$ cat config.mk
export PLATFORM = sky130hd
export DESIGN_NAME = sdram_rd_capture_flat
export DESIGN_NICKNAME = d
export VERILOG_FILES = /design/src/rtl/sdram_rd_capture_pkg.sv /design/src/rtl/sdram_rd_capture_if.sv /design/src/rtl/rdcap_sync_fifo.sv /design/src/rtl/sdram_rd_capture.sv /design/src/flat_wrapper.sv
export SDC_FILE = /design/constraint.sdc
export NUM_CORES = 1
export LEC_CHECK = 0
export CAP_MARGIN = 15
export CORE_UTILIZATION = 58
export DETAILED_ROUTE_END_ITERATION = 8
export DONT_BUFFER_PORTS = 1
export PLACE_DENSITY = 0.71
export SYNTH_ARGS = -nofsm -noshare
export SYNTH_HDL_FRONTEND = slang
export SYNTH_SLANG_ARGS = --single-unit
$ cat constraint.sdc
create_clock -name clk -period 3.95 [get_ports clk]
set_clock_uncertainty 0.05 [all_clocks]
set_input_delay 0.5925 -clock clk [delete_from_list [all_inputs] [get_ports clk]]
set_output_delay 0.5925 -clock clk [all_outputs]
set_load 0.02 [all_outputs]
$ cat src/rtl/sdram_rd_capture_pkg.sv
// Shared definitions for the SDRAM read-capture block.
//   - SDRAM command encodings {CS_N,RAS_N,CAS_N,WE_N}, common to the sequencers
//     and the init block.
//   - Default CAS latency / burst length; these must match the mode register.
//   - Capture FSM state type and a read-command decode helper.
package sdram_rd_capture_pkg;

  localparam logic [3:0] CMD_NOP  = 4'b0111;
  localparam logic [3:0] CMD_ACT  = 4'b0011;
  localparam logic [3:0] CMD_RD   = 4'b0101;
  localparam logic [3:0] CMD_WR   = 4'b0100;
  localparam logic [3:0] CMD_PRE  = 4'b0010;
  localparam logic [3:0] CMD_AREF = 4'b0001;

  localparam int DATA_W_DEF    = 16;
  localparam int CAS_LAT_DEF   = 3;
  localparam int BURST_LEN_DEF = 4;
  localparam int FIFO_AW_DEF   = 4;

  typedef enum logic {
    S_IDLE  = 1'b0,
    S_BURST = 1'b1
  } cap_state_t;

  function automatic logic is_rd(input logic [3:0] cmd);
    return (cmd == CMD_RD);
  endfunction

endpackage

$ cat src/rtl/sdram_rd_capture_if.sv
// Bundle of the capture block's SDRAM-side and user-side signals.
//   rd_cmd      command driven to the SDRAM pins by the read sequencer
//   sdram_dq    SDRAM data bus, read direction
//   dout        FIFO head word; dout_valid / dout_ready stream handshake
//   fifo_level  words currently buffered
//   ovf_err     sticky error flag, err_clr clears it
//   word_cnt    count of words written to the FIFO (only when
//               RDCAP_WORD_CNT_EN is defined)
// Modports: slave = capture block, master = sequencer/consumer side.
interface sdram_rd_capture_if #(
  parameter int DATA_W  = 16,
  parameter int FIFO_AW = 4
);

  logic [3:0]         rd_cmd;
  logic [DATA_W-1:0]  sdram_dq;
  logic [DATA_W-1:0]  dout;
  logic               dout_valid;
  logic               dout_ready;
  logic [FIFO_AW:0]   fifo_level;
  logic               ovf_err;
  logic               err_clr;
`ifdef RDCAP_WORD_CNT_EN
  logic [31:0]        word_cnt;

  modport slave (
    input  rd_cmd, sdram_dq, dout_ready, err_clr,
    output dout, dout_valid, fifo_level, ovf_err, word_cnt
  );

  modport master (
    output rd_cmd, sdram_dq, dout_ready, err_clr,
    input  dout, dout_valid, fifo_level, ovf_err, word_cnt
  );
`else
  modport slave (
    input  rd_cmd, sdram_dq, dout_ready, err_clr,
    output dout, dout_valid, fifo_level, ovf_err
  );

  modport master (
    output rd_cmd, sdram_dq, dout_ready, err_clr,
    input  dout, dout_valid, fifo_level, ovf_err
  );
`endif

endinterface

$ cat src/rtl/rdcap_sync_fifo.sv
// First-word-fall-through synchronous FIFO for captured read words.
// Ports:
//   clk, rst_n  clock, asynchronous active-low reset
//   push/wdata  write request; dropped when full and no pop this cycle
//   pop         read request; ignored when empty
//   rdata       head word (0 when empty)
//   empty       no words buffered
//   level       registered word count, 0..2**FIFO_AW
//   drop        a push was rejected this cycle
module rdcap_sync_fifo #(
  parameter int DATA_W  = 16,
  parameter int FIFO_AW = 4
) (
  input  logic              clk,
  input  logic              rst_n,
  input  logic              push,
  input  logic [DATA_W-1:0] wdata,
  input  logic              pop,
  output logic [DATA_W-1:0] rdata,
  output logic              empty,
  output logic [FIFO_AW:0]  level,
  output logic              drop
);

  localparam int DEPTH = 1 << FIFO_AW;

  logic [DATA_W-1:0] mem [DEPTH];
  logic [FIFO_AW:0]  wr_ptr;
  logic [FIFO_AW:0]  rd_ptr;
  logic [FIFO_AW:0]  level_q;
  logic              full;
  logic              pop_en;
  logic              wr_en;

  // Extra pointer MSB distinguishes full from empty when the indices match.
  assign empty  = (wr_ptr == rd_ptr);
  assign full   = (wr_ptr[FIFO_AW] != rd_ptr[FIFO_AW]) &&
                  (wr_ptr[FIFO_AW-1:0] == rd_ptr[FIFO_AW-1:0]);
  assign pop_en = pop && !empty;
  // A pop on the same edge frees the slot, so push at full is still accepted.
  assign wr_en  = push && (!full || pop_en);
  assign drop   = push && full && !pop_en;

  always_ff @(posedge clk or negedge rst_n) begin
    if (!rst_n) begin
      wr_ptr  <= '0;
      rd_ptr  <= '0;
      level_q <= '0;
    end else begin
      if (wr_en)  wr_ptr <= wr_ptr + 1'b1;
      if (pop_en) rd_ptr <= rd_ptr + 1'b1;
      case ({wr_en, pop_en})
        2'b10:   level_q <= level_q + 1'b1;
        2'b01:   level_q <= level_q - 1'b1;
        default: level_q <= level_q;
      endcase
    end
  end

  always_ff @(posedge clk) begin
    if (wr_en) mem[wr_ptr[FIFO_AW-1:0]] <= wdata;
  end

  assign rdata = empty ? '0 : mem[rd_ptr[FIFO_AW-1:0]];
  assign level = level_q;

endmodule

$ cat src/rtl/sdram_rd_capture.sv
// SDRAM read-data capture.
// Watches the command driven to the SDRAM pins; every CMD_RD starts a
// BURST_LEN-word capture CAS_LAT cycles later. Words are registered off DQ,
// buffered in an FWFT FIFO and streamed out on dout/dout_valid/dout_ready.
// Latency from CMD_RD to the first word on dout (empty FIFO) is CAS_LAT+2.
// Ports:
//   clk, rst_n  clock, asynchronous active-low reset
//   bus         sdram_rd_capture_if.slave (rd_cmd, sdram_dq, dout stream,
//               fifo_level, ovf_err, err_clr[, word_cnt])
// Optional build macro RDCAP_WORD_CNT_EN: adds bus.word_cnt, a 32-bit count
// of words written to the FIFO, cleared by reset and err_clr.
//
// Capture FSM
//   state   | meaning
//   S_IDLE  | no burst in progress, waiting for the delay-line output
//   S_BURST | pushing dq_q into the FIFO each cycle, beat_cnt = beat index
module sdram_rd_capture
  import sdram_rd_capture_pkg::*;
#(
  parameter int DATA_W    = DATA_W_DEF,
  parameter int CAS_LAT   = CAS_LAT_DEF,
  parameter int BURST_LEN = BURST_LEN_DEF,
  parameter int FIFO_AW   = FIFO_AW_DEF
) (
  input  logic               clk,
  input  logic               rst_n,
  sdram_rd_capture_if.slave  bus
);

  localparam int BCW = (BURST_LEN > 1) ? $clog2(BURST_LEN) : 1;
  localparam logic [BCW-1:0] BEAT_LAST = BCW'(BURST_LEN - 1);

  logic                rd_start;
  logic [CAS_LAT-1:0]  dly;
  logic                dly_out;
  logic [DATA_W-1:0]   dq_q;
  cap_state_t          state;
  logic [BCW-1:0]      beat_cnt;
  logic                cap_push;
  logic                rd_overlap;
  logic                fifo_drop;
  logic                fifo_empty;
  logic                ovf_q;

  assign rd_start = is_rd(bus.rd_cmd);
  assign dly_out  = dly[CAS_LAT-1];

  // dly_out is high in the cycle DQ word 0 sits on the pins.
  always_ff @(posedge clk or negedge rst_n) begin
    if (!rst_n) begin
      dly  <= '0;
      dq_q <= '0;
    end else begin
      dly  <= {dly[CAS_LAT-2:0], rd_start};
      dq_q <= bus.sdram_dq;
    end
  end

  // The FSM runs one cycle behind the pins, in step with dq_q, so beat n of
  // S_BURST pushes the word that was on DQ in the previous cycle.
  always_ff @(posedge clk or negedge rst_n) begin
    if (!rst_n) begin
      state    <= S_IDLE;
      beat_cnt <= '0;
    end else begin
      case (state)
        S_IDLE: begin
          if (dly_out) begin
            state    <= S_BURST;
            beat_cnt <= '0;
          end
        end
        S_BURST: begin
          if (beat_cnt == BEAT_LAST) begin
            if (dly_out) beat_cnt <= '0;
            else         state    <= S_IDLE;
          end else begin
            beat_cnt <= beat_cnt + 1'b1;
          end
        end
        default: begin
          state    <= S_IDLE;
          beat_cnt <= '0;
        end
      endcase
    end
  end

  assign cap_push = (state == S_BURST);
  // A new burst landing on a non-final beat would interrupt the current one;
  // it is not started and is reported through ovf_err.
  assign rd_overlap = dly_out && (state == S_BURST) && (beat_cnt != BEAT_LAST);

  rdcap_sync_fifo #(
    .DATA_W  (DATA_W),
    .FIFO_AW (FIFO_AW)
  ) u_fifo (
    .clk   (clk),
    .rst_n (rst_n),
    .push  (cap_push),
    .wdata (dq_q),
    .pop   (bus.dout_ready),
    .rdata (bus.dout),
    .empty (fifo_empty),
    .level (bus.fifo_level),
    .drop  (fifo_drop)
  );

  // A new error event beats a simultaneous clear.
  always_ff @(posedge clk or negedge rst_n) begin
    if (!rst_n) ovf_q <= 1'b0;
    else        ovf_q <= fifo_drop | rd_overlap | (ovf_q & ~bus.err_clr);
  end

  assign bus.dout_valid = !fifo_empty;
  assign bus.ovf_err    = ovf_q;

`ifdef RDCAP_WORD_CNT_EN
  logic [31:0] word_cnt_q;

  always_ff @(posedge clk or negedge rst_n) begin
    if (!rst_n)                       word_cnt_q <= '0;
    else if (bus.err_clr)             word_cnt_q <= '0;
    else if (cap_push && !fifo_drop)  word_cnt_q <= word_cnt_q + 32'd1;
  end

  assign bus.word_cnt = word_cnt_q;
`endif

endmodule

$ cat src/flat_wrapper.sv
// flat-port wrapper written by rule: the top's interface ports become plain ports
module sdram_rd_capture_flat import sdram_rd_capture_pkg::*;
#(
  parameter int DATA_W    = DATA_W_DEF,
  parameter int CAS_LAT   = CAS_LAT_DEF,
  parameter int BURST_LEN = BURST_LEN_DEF,
  parameter int FIFO_AW   = FIFO_AW_DEF
)
  (clk, rst_n, bus_rd_cmd, bus_sdram_dq, bus_dout_ready, bus_err_clr, bus_dout, bus_dout_valid, bus_fifo_level, bus_ovf_err);
  sdram_rd_capture_if #(.DATA_W(DATA_W), .FIFO_AW(FIFO_AW)) bus_i ();
  input  logic clk;
  input  logic rst_n;
  input wire logic [$bits(bus_i.rd_cmd)-1:0] bus_rd_cmd;
  input wire logic [$bits(bus_i.sdram_dq)-1:0] bus_sdram_dq;
  input wire logic [$bits(bus_i.dout_ready)-1:0] bus_dout_ready;
  input wire logic [$bits(bus_i.err_clr)-1:0] bus_err_clr;
  output wire logic [$bits(bus_i.dout)-1:0] bus_dout;
  output wire logic [$bits(bus_i.dout_valid)-1:0] bus_dout_valid;
  output wire logic [$bits(bus_i.fifo_level)-1:0] bus_fifo_level;
  output wire logic [$bits(bus_i.ovf_err)-1:0] bus_ovf_err;
  assign bus_i.rd_cmd = bus_rd_cmd;
  assign bus_i.sdram_dq = bus_sdram_dq;
  assign bus_i.dout_ready = bus_dout_ready;
  assign bus_i.err_clr = bus_err_clr;
  assign bus_dout = bus_i.dout;
  assign bus_dout_valid = bus_i.dout_valid;
  assign bus_fifo_level = bus_i.fifo_level;
  assign bus_ovf_err = bus_i.ovf_err;
  sdram_rd_capture #(.DATA_W(DATA_W), .CAS_LAT(CAS_LAT), .BURST_LEN(BURST_LEN), .FIFO_AW(FIFO_AW)) u_core (.clk(clk), .rst_n(rst_n), .bus(bus_i));
endmodule
After elaboration in Yosys (flattened, before gate mapping)
Memories as Yosys holds them, arrays and structs flattened. Cells that the tools add are included.

Reductions and logical operators: 12. Bitwise operators: 5. Add/subtract/negate cells: 5. Muxes and demuxes: 10. Equality and inequality tests: 8.

Operators with widths (count): $mux W16 (1); $add A5 B1 Y5 const B (3); $pmux W5 S2 (1); $logic_and A1 B1 Y1 (7); $eq A5 B5 Y1 (1); $sub A5 B1 Y5 const B (1); $eq A2 B2 Y1 const B (2); $eq A4 B3 Y1 const B (1); $eq A4 B4 Y1 (1); $mux W1 (4); $mux W2 (2); $pmux W2 S2 (1); $logic_not A1 Y1 (3); $add A2 B1 Y2 const B (1); $eq A2 B1 Y1 const B (1); $ne A2 B2 Y1 const B (1); $not A1 Y1 (2); $or A1 B1 Y1 (2); $pmux W1 S2 (1); $reduce_bool A2 Y1 (1); $and A1 B1 Y1 (1); $logic_or A1 B1 Y1 (1); $ne A1 B1 Y1 (1).

Memory bits (writable): 256. Input bits: 24. Memories: 1. Register bits: 38.

Memories: u_core.u_fifo.mem (depth 16, width 16, rd ports 1, clocked after memory_dff 0, wr ports 1, RTL line rdcap_sync_fifo.sv:27) `logic [DATA_W-1:0] mem [DEPTH];`.

Longest topological paths before layout
Gate-level depths: netlist of run 1.

Depth in word-level cells: 7. Gate-level depth with buffers: 10. Mapped depth without buffers: 9.

Modules after synthesis
From an unflattened synthesis of run 1, not the netlist that was laid out.

Cells, all modules: 543. Area, all modules: 11417.2 um2.

Modules (own cells, without submodules): rdcap_sync_fifo (cells each 507, instances 1, area an instance 10725.3 um2, sequential area each 8062.7 um2); sdram_rd_capture (cells each 36, instances 1, area an instance 691.9 um2, sequential area each 575.6 um2).

Worst setup path before layout of run 1
Ideal clock, no wire load.

Kind: flip-flop to flip-flop. From: reg u_core.u_fifo.rd_ptr[4]. To: mem u_core.u_fifo.mem[3][0], enable pin. Slack: 1011 ps. Cell stages (with the launch flop): 6. Data arrival time: 2480 ps. Period minus slack after synthesis: 2939 ps. Path through: dfrtp_1 -> xnor2_1 -> o31a_1 -> clkbuf_1 -> nand2_1 -> nor3_1.

Cells in the longest elaborated chain, start to end: 7. Elaborated cells between the ends (all ways): 10. Those cells by class: eq/ne (2); mux (2); reduce/logical (6).

RTL lines: start, declared (RTL line rdcap_sync_fifo.sv:29) `logic [FIFO_AW:0] rd_ptr;`; start signal, assigned (RTL line rdcap_sync_fifo.sv:51) `if (pop_en) rd_ptr <= rd_ptr + 1'b1;`; $eq A5 B5 Y1 or $ne A1 B1 Y1 (tied branches) (RTL line rdcap_sync_fifo.sv:36, rdcap_sync_fifo.sv:37); $logic_not A1 Y1 or $logic_and A1 B1 Y1 (tied branches) (RTL line rdcap_sync_fifo.sv:39, rdcap_sync_fifo.sv:37); $logic_and A1 B1 Y1 or $logic_not A1 Y1 (tied branches) (RTL line rdcap_sync_fifo.sv:39, rdcap_sync_fifo.sv:41); $logic_or A1 B1 Y1 * (RTL line rdcap_sync_fifo.sv:41) `assign wr_en = push && (!full || pop_en);`; $logic_and A1 B1 Y1 * (RTL line rdcap_sync_fifo.sv:41); $mux W1 * (RTL line rdcap_sync_fifo.sv:61) `if (wr_en) mem[wr_ptr[FIFO_AW-1:0]] <= wdata;`; $mux W1 (implied by the code) * (RTL line rdcap_sync_fifo.sv:61); end, declared (RTL line rdcap_sync_fifo.sv:27).

Mark *: on every way between the ends. The rest lies on a longest branch, timed or not.

Final worst setup path of run 1
From: reg u_core.u_fifo.rd_ptr[0]. To: out bus_dout[7].

Cells in the longest elaborated chain, start to end: 2. Elaborated cells between the ends (all ways): 3. Those cells by class: eq/ne (1); mux (1); memory (1).

RTL lines: $mem_v2 Z16 W16 or $eq A5 B5 Y1 (tied branches); $mux W16 * (RTL line rdcap_sync_fifo.sv:64) `assign rdata = empty ? '0 : mem[rd_ptr[FIFO_AW-1:0]];`; end, declared (RTL line flat_wrapper.sv:17) `output wire logic [$bits(bus_i.dout)-1:0] bus_dout;`.

Marks and branches as above.

==> run_results.csv, run 1 <==
group,metric,value,unit
run_status,status,"finished, final reports clean",
logic_synthesis,avgSynthCellArea,22.1,µm²
detailed_routing,drt_wl_total,21300,µm
detailed_routing,drc,0,
logic_synthesis,yosysTopAreaCellShare,67.5,%
worst_setup_path,rrSetupSlack,960,ps
worst_setup_path,crit_fanout,33,
clock_tree,cts_buffers,28,
logic_synthesis,ys_ff_latch,294,
die,fp.dieW,142,µm
timing,tightest_slew,878,ps
placed_design,pre_cts_slack,869,ps
power,p_leak,4.21,nW
grt,antenna_found_initial,0,
logic_synthesis,seq_area_frac_synth,75.9,%
worst_setup_path,critPathRequiredTime,3310,ps
clock_tree,cts_tree,"done",
cells_and_area,syn_to_final_growth,12.6,%
clock_tree,cts_root_buffer,"clkbuf_16",
timing,fin_setup_tns,0,ps
clock_tree,htreeDepth,1,
grt,grt_pass1_wl,32400,µm
clock_tree,cts_sinks,294,
worst_setup_path,path_class,"reg -> out",
timing,fmax,278,MHz
cells_and_area,antennaDiodeCount,0,
logic_synthesis,synth-edff-count,256,
clock_tree,hold_buffers,2,
logic_synthesis,synthesis.instances,516,
die,die_h,142,µm
timing,setup-violations-final,0,
timing,whs,32.2,ps
placed_design,gp_congestion,0.760,
timing,rsz0062_at_grt,"false",
cells_and_area,fillers,1179,
power,max-vdd-ir-drop,0.444,mV
worst_setup_path,end_kind,"output port",
logic_synthesis,synth_commonest_cells,"edfxtp_1 (256), mux4_2 (77), dfrtp_1 (38)",
grt,grtUsageTotal,22.5,%
logic_synthesis,synth_area_leaders,"edfxtp_1 (68%), mux4_2 (15%), dfrtp_1 (8.4%)",
detailed_routing,vias,5091,
cells_and_area,fin_nets,584,
worst_setup_path,crit_path_start_kind,"register",
power,total_power,9.43,mW
timing,layout_setup_ws,349,ps
detailed_routing,drtAntennaViolNets,0,
worst_setup_path,reg2reg_depth,6,
die,start_util,60.0,%
timing,maxSlewHeadroom,41.2,%
clock_tree,cts_setup_buffers,0,
timing,report.final.slew_viol_count,0,
min_path,hp-class,"in -> reg",
grt,grt_max_degree,39,
worst_setup_path,crit_start,"u_core.u_fifo.rd_ptr[0]$_DFFE_PN0N_",
logic_synthesis,synth_cell_types,39,
grt,grt_overflow,0,
placed_design,hpwl,12500,µm
detailed_routing,drt_iter0_drc,529,
clock_tree,cts_resized,0,
logic_synthesis,synth_most_common_cell,"edfxtp_1",
run,maxCapViolations,0,
detailed_routing,firstDrtPassIters,4,
detailed_routing,post_drt_wl_per_cell,25.5,µm
logic_synthesis,postSynth.asyncResetShare,12.9,%
logic_synthesis,syn_nets,548,
die,core_region_area,0.0190,mm²
logic_synthesis,syn_area,0.0114,mm²
worst_setup_path,endpoint,"bus_dout[7]",
logic_synthesis,ys.warnings.count,0,
clock_tree,clockBufferDepth,3,
die,rows,50,
die,ios,47,
placed_design,io_buffers,0,
cells_and_area,fin_util,67.6,%
die,dieArea,0.0202,mm²
clock_tree,clkSlewWorstSetupHoldPaths,60,ps
logic_synthesis,yosys_most_used_dff,"edfxtp_1",
min_path,min_from,"bus_sdram_dq[11]",
cells_and_area,layout-drive-gt1-share,28.0,%
detailed_routing,viasPerCell,6.10,
logic_synthesis,yosys.area.top_type,"edfxtp_1",
timing,period_minus_slack,3600,ps
clock_tree,clk_latency,530,ps
timing,min_period_over_period,91.2,%
power,power_density,736,mW/mm²
worst_setup_path,r2r-end,"u_core.u_fifo.mem[5][14]$_DFFE_PP_",
worst_setup_path,worstReg2RegStart,"u_core.u_fifo.rd_ptr[0]$_DFFE_PN0N_",
grt,grt_pass1_vias,5299,
timing,hold_violations,0,
worst_setup_path,crit_arrival,2960,ps
## layout by cell type (no fill, tap or decap), drive strengths merged, types with 4 or more instances in the layout
cell,instances
edfxtp,256
nand2,11
xnor2,15
nor3,5
clkinv,7
nand4,4
dfrtp,38
ha,8
mux4,80
and2,17
nand2b,7
buf,29
nor2,14
o21ai,6
inv,6
clkbuf,43
## state kept, by name (all words and copies together) (netlist names)
register and count:
u_core.beat_cnt 2, u_core.bus.ovf_err 1, u_core.cap_push 1, u_core.dly 3
u_core.dq_q 16, u_core.u_fifo.level 5, u_core.u_fifo.mem 256, u_core.u_fifo.rd_ptr 5
u_core.u_fifo.wr_ptr 5
## through the flow
stage / area (µm²) / std cells
floorplan: 11400 / 516
global placement: 11900 / 780
detailed placement: 11900 / 780
CTS: 12800 / 834
global route: 12800 / 834
finish: 12800 / 834
## critical path, stage by stage, from the launching register on
cell	delay, ps
dfrtp_4	750
buf_12	330
mux4_2	540
mux4_2	500
and2_1	250
## per-layer routing
metal,wire (µm),GRT usage [%]
met5,0,0
met4,403,5.77
met3,1330,3.67
met2,10900,37.7
met1,8690,31.4
## final cells by class
type / instances / area [µm²] / share of cell area (%)
Inverter: 6 / 22.5 / 0.176
Sequential cell: 294 / 8640 / 67.4
Tap cell: 260 / 325 / 2.54
Clock inverter: 9 / 104 / 0.810
Timing Repair Buffer: 30 / 323 / 2.52
Multi-Input combinational cell: 192 / 2590 / 20.2
Clock buffer: 43 / 807 / 6.30
## power breakdown
group | total (mW) | switching (mW) | internal [mW]
Sequential | 4.09 | 0.341 | 3.74
Combinational | 2.74 | 1.41 | 1.32
Clock | 2.61 | 1.08 | 1.54
Total | 9.43 | 2.83 | 6.60
## cell families (layout without fill, tap and decap cells)
group           count (synthesis)  count (layout)  synth area share, %
flops                         294             294                 75.9
mux                            83              83                 16.2
simple gates                   68              68                 3.19
buf+inv                        30              88                 1.62
xor+xnor                       17              17                 1.31
compound gates                 16              16                0.901
fa+ha+maj                       8               8                0.879
## worst min-delay path by stage
stage	slack, ps	cells after the start	end
2_1_floorplan	250	0	u_core.beat_cnt[0]$_DFF_PN0_
3_3_place_gp	250	0	u_core.dly[0]$_DFF_PN0_
3_5_place_dp	250	0	u_core.dly[0]$_DFF_PN0_
4_1_cts	10	0	u_core.dq_q[11]$_DFF_PN0_
5_1_grt	20	0	u_core.dq_q[11]$_DFF_PN0_
6_report	30	0	u_core.dq_q[11]$_DFF_PN0_
No activity file was read; power rests on OpenSTA's default activity.
==> run 2: changes to the inputs <==
Settings changed: CORE_UTILIZATION 58 to 43, DONT_BUFFER_PORTS 1 to unset, MAX_ROUTING_LAYER set to met4, PLACE_DENSITY 0.71 to 0.57.
==> run 2 against run 1 <==
Compared with the run above: total power grew 8.9%; worst hold slack gained 19 ps; fmax shrank 2.9%; critical path type unchanged; largest cell class unchanged.
==> run_results.csv, run 2 (synthesized netlist as in run 1, its figures left out) <==
group,metric,value,unit
min_path,hp-class,"in -> async",
timing,fin_setup_tns,0,ps
worst_setup_path,rrSetupSlack,980,ps
power,power_density,758,mW/mm²
die,core_region_area,0.0260,mm²
timing,setup-violations-final,0,
worst_setup_path,critPathRequiredTime,3310,ps
power,max-vdd-ir-drop,0.401,mV
die,start_util,43.8,%
worst_setup_path,worstReg2RegStart,"u_core.u_fifo.rd_ptr[0]$_DFFE_PN0N_",
worst_setup_path,slowest_stage,"clkdlybuf4s50_1",
worst_setup_path,cp_cell_sequence,"buf_12 > buf_12 > mux4_2 > mux4_2 > and2_1 > clkdlybuf4s50_1",
clock_tree,cts_buffers,29,
detailed_routing,vias,5219,
cells_and_area,layout-drive-gt1-share,29.1,%
worst_setup_path,path_class,"reg -> out",
worst_setup_path,cpPeakStageDelay,540,ps
grt,grt_overflow,0,
cells_and_area,layout_common_cells,"edfxtp_1 (256), mux4_2 (77), clkdlybuf4s50_1 (45)",
worst_setup_path,path_buf_inv,3,
worst_setup_path,reg2reg_depth,11,
placed_design,post_dp_cell_area,0.0125,mm²
placed_design,hpwl,13800,µm
timing,period_minus_slack,3710,ps
cells_and_area,antennaDiodeCount,0,
worst_setup_path,r2r-end,"u_core.u_fifo.level[4]$_DFFE_PN0P_",
detailed_routing,post_drt_wl_per_cell,24.1,µm
grt,antenna_found_initial,0,
clock_tree,cts_resized,0,
worst_setup_path,crit_arrival,3070,ps
die,ios,47,
timing,maxSlewHeadroom,50.6,%
grt,grt_max_degree,68,
cells_and_area,finalInstanceArea,0.0136,mm²
run_status,status,"finished, final reports clean",
cells_and_area,syn_to_final_growth,19.1,%
clock_tree,cts_tree,"done",
clock_tree,htreeDepth,1,
timing,fmax,270,MHz
detailed_routing,viasPerCell,5.41,
detailed_routing,drt_iter0_drc,386,
worst_setup_path,crit_fanout,20,
cells_and_area,fin_nets,638,
detailed_routing,firstDrtPassIters,6,
timing,rsz0062_at_grt,"false",
placed_design,io_buffers,46,
timing,min_period_over_period,93.9,%
grt,grt_pass1_wl,34600,µm
timing,report.final.slew_viol_count,0,
cells_and_area,largest_register_ffs,256,
clock_tree,cts_sinks,294,
timing,tightest_slew,740,ps
grt,grtUsageTotal,18.5,%
run,maxCapViolations,0,
power,p_leak,4.49,nW
detailed_routing,drc,0,
cells_and_area,mostFrequentLayoutCell,"edfxtp_1",
detailed_routing,drt_wl_total,23300,µm
cells_and_area,fillers,2056,
detailed_routing,drtAntennaViolNets,0,
worst_setup_path,cp_top_family,"multiplexers",
clock_tree,cts_root_buffer,"clkbuf_16",
grt,grt_pass1_vias,5436,
worst_setup_path,end_kind,"output port",
worst_setup_path,crit_path_start_kind,"register",
clock_tree,clk_latency,550,ps
die,fp.dieW,165,µm
die,dieArea,0.0271,mm²
timing,hold_violations,0,
die,die_h,165,µm
placed_design,gp_congestion,0.755,
die,rows,59,
clock_tree,clockBufferDepth,3,
clock_tree,clkSlewWorstSetupHoldPaths,60,ps
run 2: changes by cell type in the layout (fill, tap and decap cells not counted), sizes merged:
cell           delta
inv               +1
clkdlybuf4s50    +45
clkinv            +1
dlygate4sd3       -1
buf               +9
run 2: metal layers:
metal  vias up  track usage, %  routed length [µm]
met5         -               -                   0
met4         0            4.67                 541
met3        40            2.76                 926
met1      2773            24.5               10100
li1       2300               -                   -
met2       106            30.1               11700
run 2: layout make-up:
type	count	area (µm²)	area share [%]
multi-input cells	192	2610	19.2
well taps	335	419	3.09
clock inverters	11	109	0.803
flip-flops and latches	294	8640	63.8
clock buffers	43	881	6.50
inverters	6	22.5	0.166
repair buffers	83	871	6.43
run 2: how the worst max path moves through the flow:
| stage | endpoint | slack, ps | startpoint | cells past startpoint |
|---|---|---|---|---|
| 6_report | bus_dout[14] | 240 | u_core.u_fifo.rd_ptr[0]$_DFFE_PN0N_ | 6 |
| 5_1_grt | bus_dout[11] | 130 | u_core.u_fifo.rd_ptr[0]$_DFFE_PN0N_ | 6 |
| 3_3_place_gp | bus_dout[4] | 610 | u_core.u_fifo.rd_ptr[0]$_DFFE_PN0N_ | 5 |
| 3_5_place_dp | bus_dout[14] | 590 | u_core.u_fifo.rd_ptr[0]$_DFFE_PN0N_ | 5 |
| 4_1_cts | bus_dout[3] | 0.8 | u_core.u_fifo.rd_ptr[0]$_DFFE_PN0N_ | 5 |
| 2_1_floorplan | u_core.u_fifo.mem[3][0]$_DFFE_PP_ | 1010 | u_core.u_fifo.rd_ptr[4]$_DFFE_PN0N_ | 5 |
run 2: through the flow:
stage                     std cells  hold slack (ps)  setup WS (ps)  util, %  power [mW]
after floorplan                 516              247           1010        -        6.31
after global placement          905              284            610     48.1        7.46
after detailed placement        905              292            592     48.1        7.54
after CTS                       959             80.6          0.816     51.9        10.3
after global routing            964              102            134     52.2        10.7
final                           964             50.7            242     52.2        10.3
run 2: where the power goes:
| group | switching (mW) | internal [mW] | total, mW | leakage (nW) |
|---|---|---|---|---|
| Combinational | 1.65 | 1.84 | 3.49 | 1.23 |
| Clock | 1.13 | 1.67 | 2.80 | 0.496 |
| Sequential | 0.242 | 3.74 | 3.99 | 2.76 |
run 2: what timing repair did:
item / 4_1_cts / 5_1_grt
hold buffers: 0 / 0
setup endpoints to repair: 0 / 13
buffers inserted: 0 / 5
==> edit 1, RTL diff (flow settings as in run 1) <==
Set the package constant `DATA_W_DEF` to 32 (it was 16).
--- a/src/rtl/sdram_rd_capture_pkg.sv
+++ b/src/rtl/sdram_rd_capture_pkg.sv
@@ -12,7 +12,7 @@
   localparam logic [3:0] CMD_PRE  = 4'b0010;
   localparam logic [3:0] CMD_AREF = 4'b0001;
 
-  localparam int DATA_W_DEF    = 16;
+  localparam int DATA_W_DEF    = 32;
   localparam int CAS_LAT_DEF   = 3;
   localparam int BURST_LEN_DEF = 4;
   localparam int FIFO_AW_DEF   = 4;
Interface: changed (resized bus_dout and bus_sdram_dq); port bits go from 47 to 79. No check against the original RTL was run, so the function may have changed too.
==> edit 1 against run 1 <==
Synthesized area grew 89%; power grew 91%; first-iteration DRC count grew 51%; clock power grew 100%; final area grew 91%; setup slack lost 0.15 ns; sequential share of layout area grew 0.77 points; register-to-register slack lost 0.14 ns; routed wire length grew 100%; via count grew 85%; sequential cell count grew 272; critical endpoint is now bus_dout[22]; largest power group unchanged.
==> edit 1: results (changes against run 1) <==
Logic synthesis
  – Syn_nets: 953 (was 548)
  – Ys async rst share: 9.54% (was 12.9%)
  – Top cells by area, synth: edfxtp_1 71%, mux4_2 17%, dfrtp_1 6.3% (was edfxtp_1 68%, mux4_2 15%, dfrtp_1 8.4%)
  – Post-synthesis adder-cell area fraction: 0.465% (was 0.879%)
  – Netlist cell types: 35 (was 39)
  – Mux contribution to synthesized area: 17.0% (was 16.2%)
  – Post-Synth XOR/XNOR Area: 0.733% (was 1.31%)
  – Post-Syn Instances: 905 (was 516)
  – EDFF count, synth: 512 (was 256)

Drt
  – DRT iter0 DRCs: 799 (was 529)
  – M1 WL: 17,700 um (was 8690 um)
  – DRT Wirelength: 42,700 um (was 21,300 um)
  – Met2 routed WL: 21,300 um (was 10,900 um)
  – 1st-pass router iterations: 5 (was 4)
  – Met3 Routed Length: 2630 um (was 1330 um)
  – Vias per cell: 6.32 (was 6.10)

Worst setup path
  – Setup slack, reg-to-reg: 0.82 ns (was 0.96 ns)
  – R2R cell count: 5 (was 6)
  – RR Endpoint: u_core.u_fifo.mem[12][20]$_DFFE_PP_ (was u_core.u_fifo.mem[5][14]$_DFFE_PP_)
  – Crit-path max FO: 21 (was 33)
  – Worst Path Arrival: 3.11 ns (was 2.96 ns)
  – Crit path largest cell delay: 0.70 ns (was 0.75 ns)

Global routing
  – Met2 routing resource usage after global routing: 37.2% (was 37.7%)
  – Met3 usage: 3.66% (was 3.67%)
  – Largest net degree at the start of global routing: 131 (was 39)
  – First-pass GRT wire length: 63,500 um (was 32,400 um)
  – GR met1 Demand/Resource: 33.8% (was 31.4%)
  – Gr usage total: 23.4% (was 22.5%)
  – Vias in the first global route: 9,853 (was 5,299)

Final layout
  – Layout cell share with drive strength beyond 1: 29.5% (was 28.0%)
  – Fillers: 2,185 (was 1,179)
  – Fin cells: 1,492 (was 834)
  – Nets: 1,029 (was 584)
  – Max FFs per register: 512 (was 256)

STA
  – Normalized max-slew margin: 41.9% (was 41.2%)
  – Post-layout minimum cycle time: 3.75 ns (was 3.60 ns)

Placed design
  – GP Congestion: 0.721 (was 0.760)
  – Post-placement cell count: 1,356 (was 780)
  – Final HPWL DP: 21,500 um (was 12,500 um)

Power and ir drop
  – Leakage: 7.96 nW (was 4.21 nW)
  – Power Dens Cells: 734 nW/um2 (was 736 nW/um2)
  – Worst IR Drop VDD: 0.000526 V (was 0.000444 V)

Clock tree
  – H-tree level count: 2 (was 1)
  – Clock buffer count from CTS: 55 (was 28)
  – Worst skew pair latency: 0.59 ns (was 0.53 ns)
  – CTS Hold Buffers Added: 36 (was 2)
  – Clock Tree Buf Depth: 3 (unchanged)

Min path
  – Worst hold path depth: 1 (was 0)
  – Hold Crit Start: bus_err_clr (was bus_sdram_dq[11])
  – Min-Delay Endpoint: u_core.bus.ovf_err$_DFF_PN0_ (was u_core.dq_q[11]$_DFF_PN0_)

Outcome
  – Status: finished, final reports clean (unchanged)
edit 1: changes by cell type after synthesis, sizes merged, moves of 6 or more:
cell	run 1	this run
and2	17	34
and3	1	17
buf	13	20
clkbuf	11	27
dfrtp	38	54
edfxtp	256	512
mux4	80	160
nand2	11	5
nor2	14	2
edit 1: final cells by class:
type / count / area share, %
sequential: 566 / 68.2
multi-input combinational: 287 / 18.5
clock buffer: 75 / 6.37
timing repair buffer: 66 / 3.27
tap: 468 / 2.39
clock inverter: 25 / 1.23
inverter: 5 / 0.0765
edit 1: worst max path at each step:
stage	to
after floorplan	u_core.u_fifo.mem[3][0]$_DFFE_PP_
after global placement	bus_dout[28]
after detailed placement	bus_dout[28]
after CTS	bus_dout[28]
after global routing	bus_dout[22]
final	bus_dout[22]
edit 1: power breakdown:
part / leakage (nW) / internal (mW) / switching [mW]
clock: 0.903 / 3.16 / 2.15
sequential: 5.26 / 7.16 / 0.388
combinational: 1.80 / 2.41 / 2.75
total: 7.96 / 12.7 / 5.29
==> edit 2, RTL diff (settings of run 1) <==
Without the edit above. Take the reset off `dq_q` and load it in a clocked block of its own.
--- a/src/rtl/sdram_rd_capture.sv
+++ b/src/rtl/sdram_rd_capture.sv
@@ -49,11 +49,13 @@
   always_ff @(posedge clk or negedge rst_n) begin
     if (!rst_n) begin
       dly  <= '0;
-      dq_q <= '0;
     end else begin
       dly  <= {dly[CAS_LAT-2:0], rd_start};
-      dq_q <= bus.sdram_dq;
     end
+  end
+
+  always_ff @(posedge clk) begin
+    dq_q <= bus.sdram_dq;
   end
 
   // The FSM runs one cycle behind the pins, in step with dq_q, so beat n of
Formal check against the unedited RTL: no difference found for any inputs over 10 cycles, from zero or initial values and one cycle with rst_n low; that may be too few to reach the edited logic, so the function may still have changed.
==> edit 2 against run 1 <==
Synthesized area decreased by 0.70%; cell count increased by 1.7%; routed wire length increased by 4.4%; sequential cell count unchanged; power increased by 2.5%; setup slack improved by 0.082 ns; sequential power about the same; final area increased by 0.55%; largest cell class unchanged; largest power group unchanged; highest routed layer unchanged.
==> edit 2: results (changes against run 1) <==
Outcome
  – Status: finished, final reports clean (unchanged)

Final layout
  – Nets: 597 (was 584)
  – # clk buffers: 39 (was 43)
  – Fraction of area in multi-input gates: 20.2% (about the same)
  – Non-clock buffers: 42 (was 30)
  – Signal buffers share of area: 3.13% (was 2.52%)
  – Num sequential: 294 (unchanged)
  – Clk tree area frac: 7.51% (was 7.11%)
  – Seq/total area: 66.4% (was 67.4%)
  – Multi-input gate area: 2610 um2 (was 2590 um2)
  – Fillers: 1,214 (was 1,179)

Placed design
  – Post-placement cell count: 784 (was 780)
  – Post-DP Area: 11,800 um2 (was 11,900 um2)
  – GP Congestion: 0.777 (was 0.760)

STA
  – Hold Slack: 0.0189 ns (was 0.0322 ns)
  – Normalized max-slew margin: 32.4% (was 41.2%)

Logic synthesis
  – Compound-Gate Fraction of Synth Area: 0.908% (was 0.901%)
  – Mean post-synth cell area: 21.9 um2 (was 22.1 um2)
  – Netlist cell types: 40 (was 39)
  – Mux contribution to synthesized area: 16.3% (was 16.2%)
  – Post-Synth XOR/XNOR Area: 1.32% (was 1.31%)
  – Ys async rst share: 7.48% (was 12.9%)
  – Top cells by area, synth: edfxtp_1 68%, mux4_2 15%, dfrtp_1 4.9% (was edfxtp_1 68%, mux4_2 15%, dfrtp_1 8.4%)
  – Synth cell count leaders: 256 x edfxtp_1, 77 x mux4_2, 22 x dfrtp_1 (was 256 x edfxtp_1, 77 x mux4_2, 38 x dfrtp_1)

Power and ir drop
  – Switching share of power: 30.3% (was 30.0%)
  – Worst IR Drop VDD: 0.000405 V (was 0.000444 V)

Drt
  – Vias per cell: 6.23 (was 6.10)
  – Routed len/inst: 26.2 um (was 25.5 um)
  – DRT Wirelength: 22,200 um (was 21,300 um)
  – DRT iter0 DRCs: 464 (was 529)

Worst setup path
  – R2R cell count: 9 (was 6)
  – Worst Path Arrival: 2.88 ns (was 2.96 ns)
  – Crit-path max FO: 25 (was 33)
  – Worst Setup EP: bus_dout[4] (was bus_dout[7])
  – RR Endpoint: u_core.u_fifo.level[4]$_DFFE_PN0P_ (was u_core.u_fifo.mem[5][14]$_DFFE_PP_)
  – Setup slack, reg-to-reg: 1.02 ns (was 0.96 ns)
  – Crit path largest cell delay: 0.61 ns (was 0.75 ns)

Clock tree
  – CTS Hold Buffers Added: 9 (was 2)
  – Clock buffer count from CTS: 29 (was 28)

Global routing
  – Largest net degree at the start of global routing: 49 (was 39)
  – Initial antenna violation count: 0 (unchanged)
  – Gr usage total: 23.4% (was 22.5%)

Min path
  – Min-Delay Endpoint: u_core.dq_q[15]$_DFF_P_ (was u_core.dq_q[11]$_DFF_PN0_)
## edit 2: changes by cell type after synthesis, sizes merged
| cell | change |
|---|---|
| dfxtp | +16 |
| dfrtp | -16 |
## edit 2: power by group through the flow
stage,clock (mW),sequential (mW),combinational [mW]
after CTS,2.78,4.09,2.89
after global routing,2.91,4.13,3.04
after floorplan,0,3.96,2.34
after detailed placement,0,4.15,2.86
after global placement,0,4.12,2.79
final,2.75,4.08,2.84
## edit 2: per-layer routing
layer	track usage [%]	vias to the layer above	part of all wire (%)
met2	37.4	245	49
li1	-	2218	-
met4	6.11	0	2.0
met3	4.42	40	7.9
met1	33.9	2777	41
met5	0	-	0
## edit 2: kinds of logic after synthesis
group / Yosys count
AOI/OAI and AO/OA: 16
xor gates and xnor gates: 17
adders and majority gates: 8
buffers and inverters: 30
DFF: 294
muxes: 83
and+or+nand+nor: 68
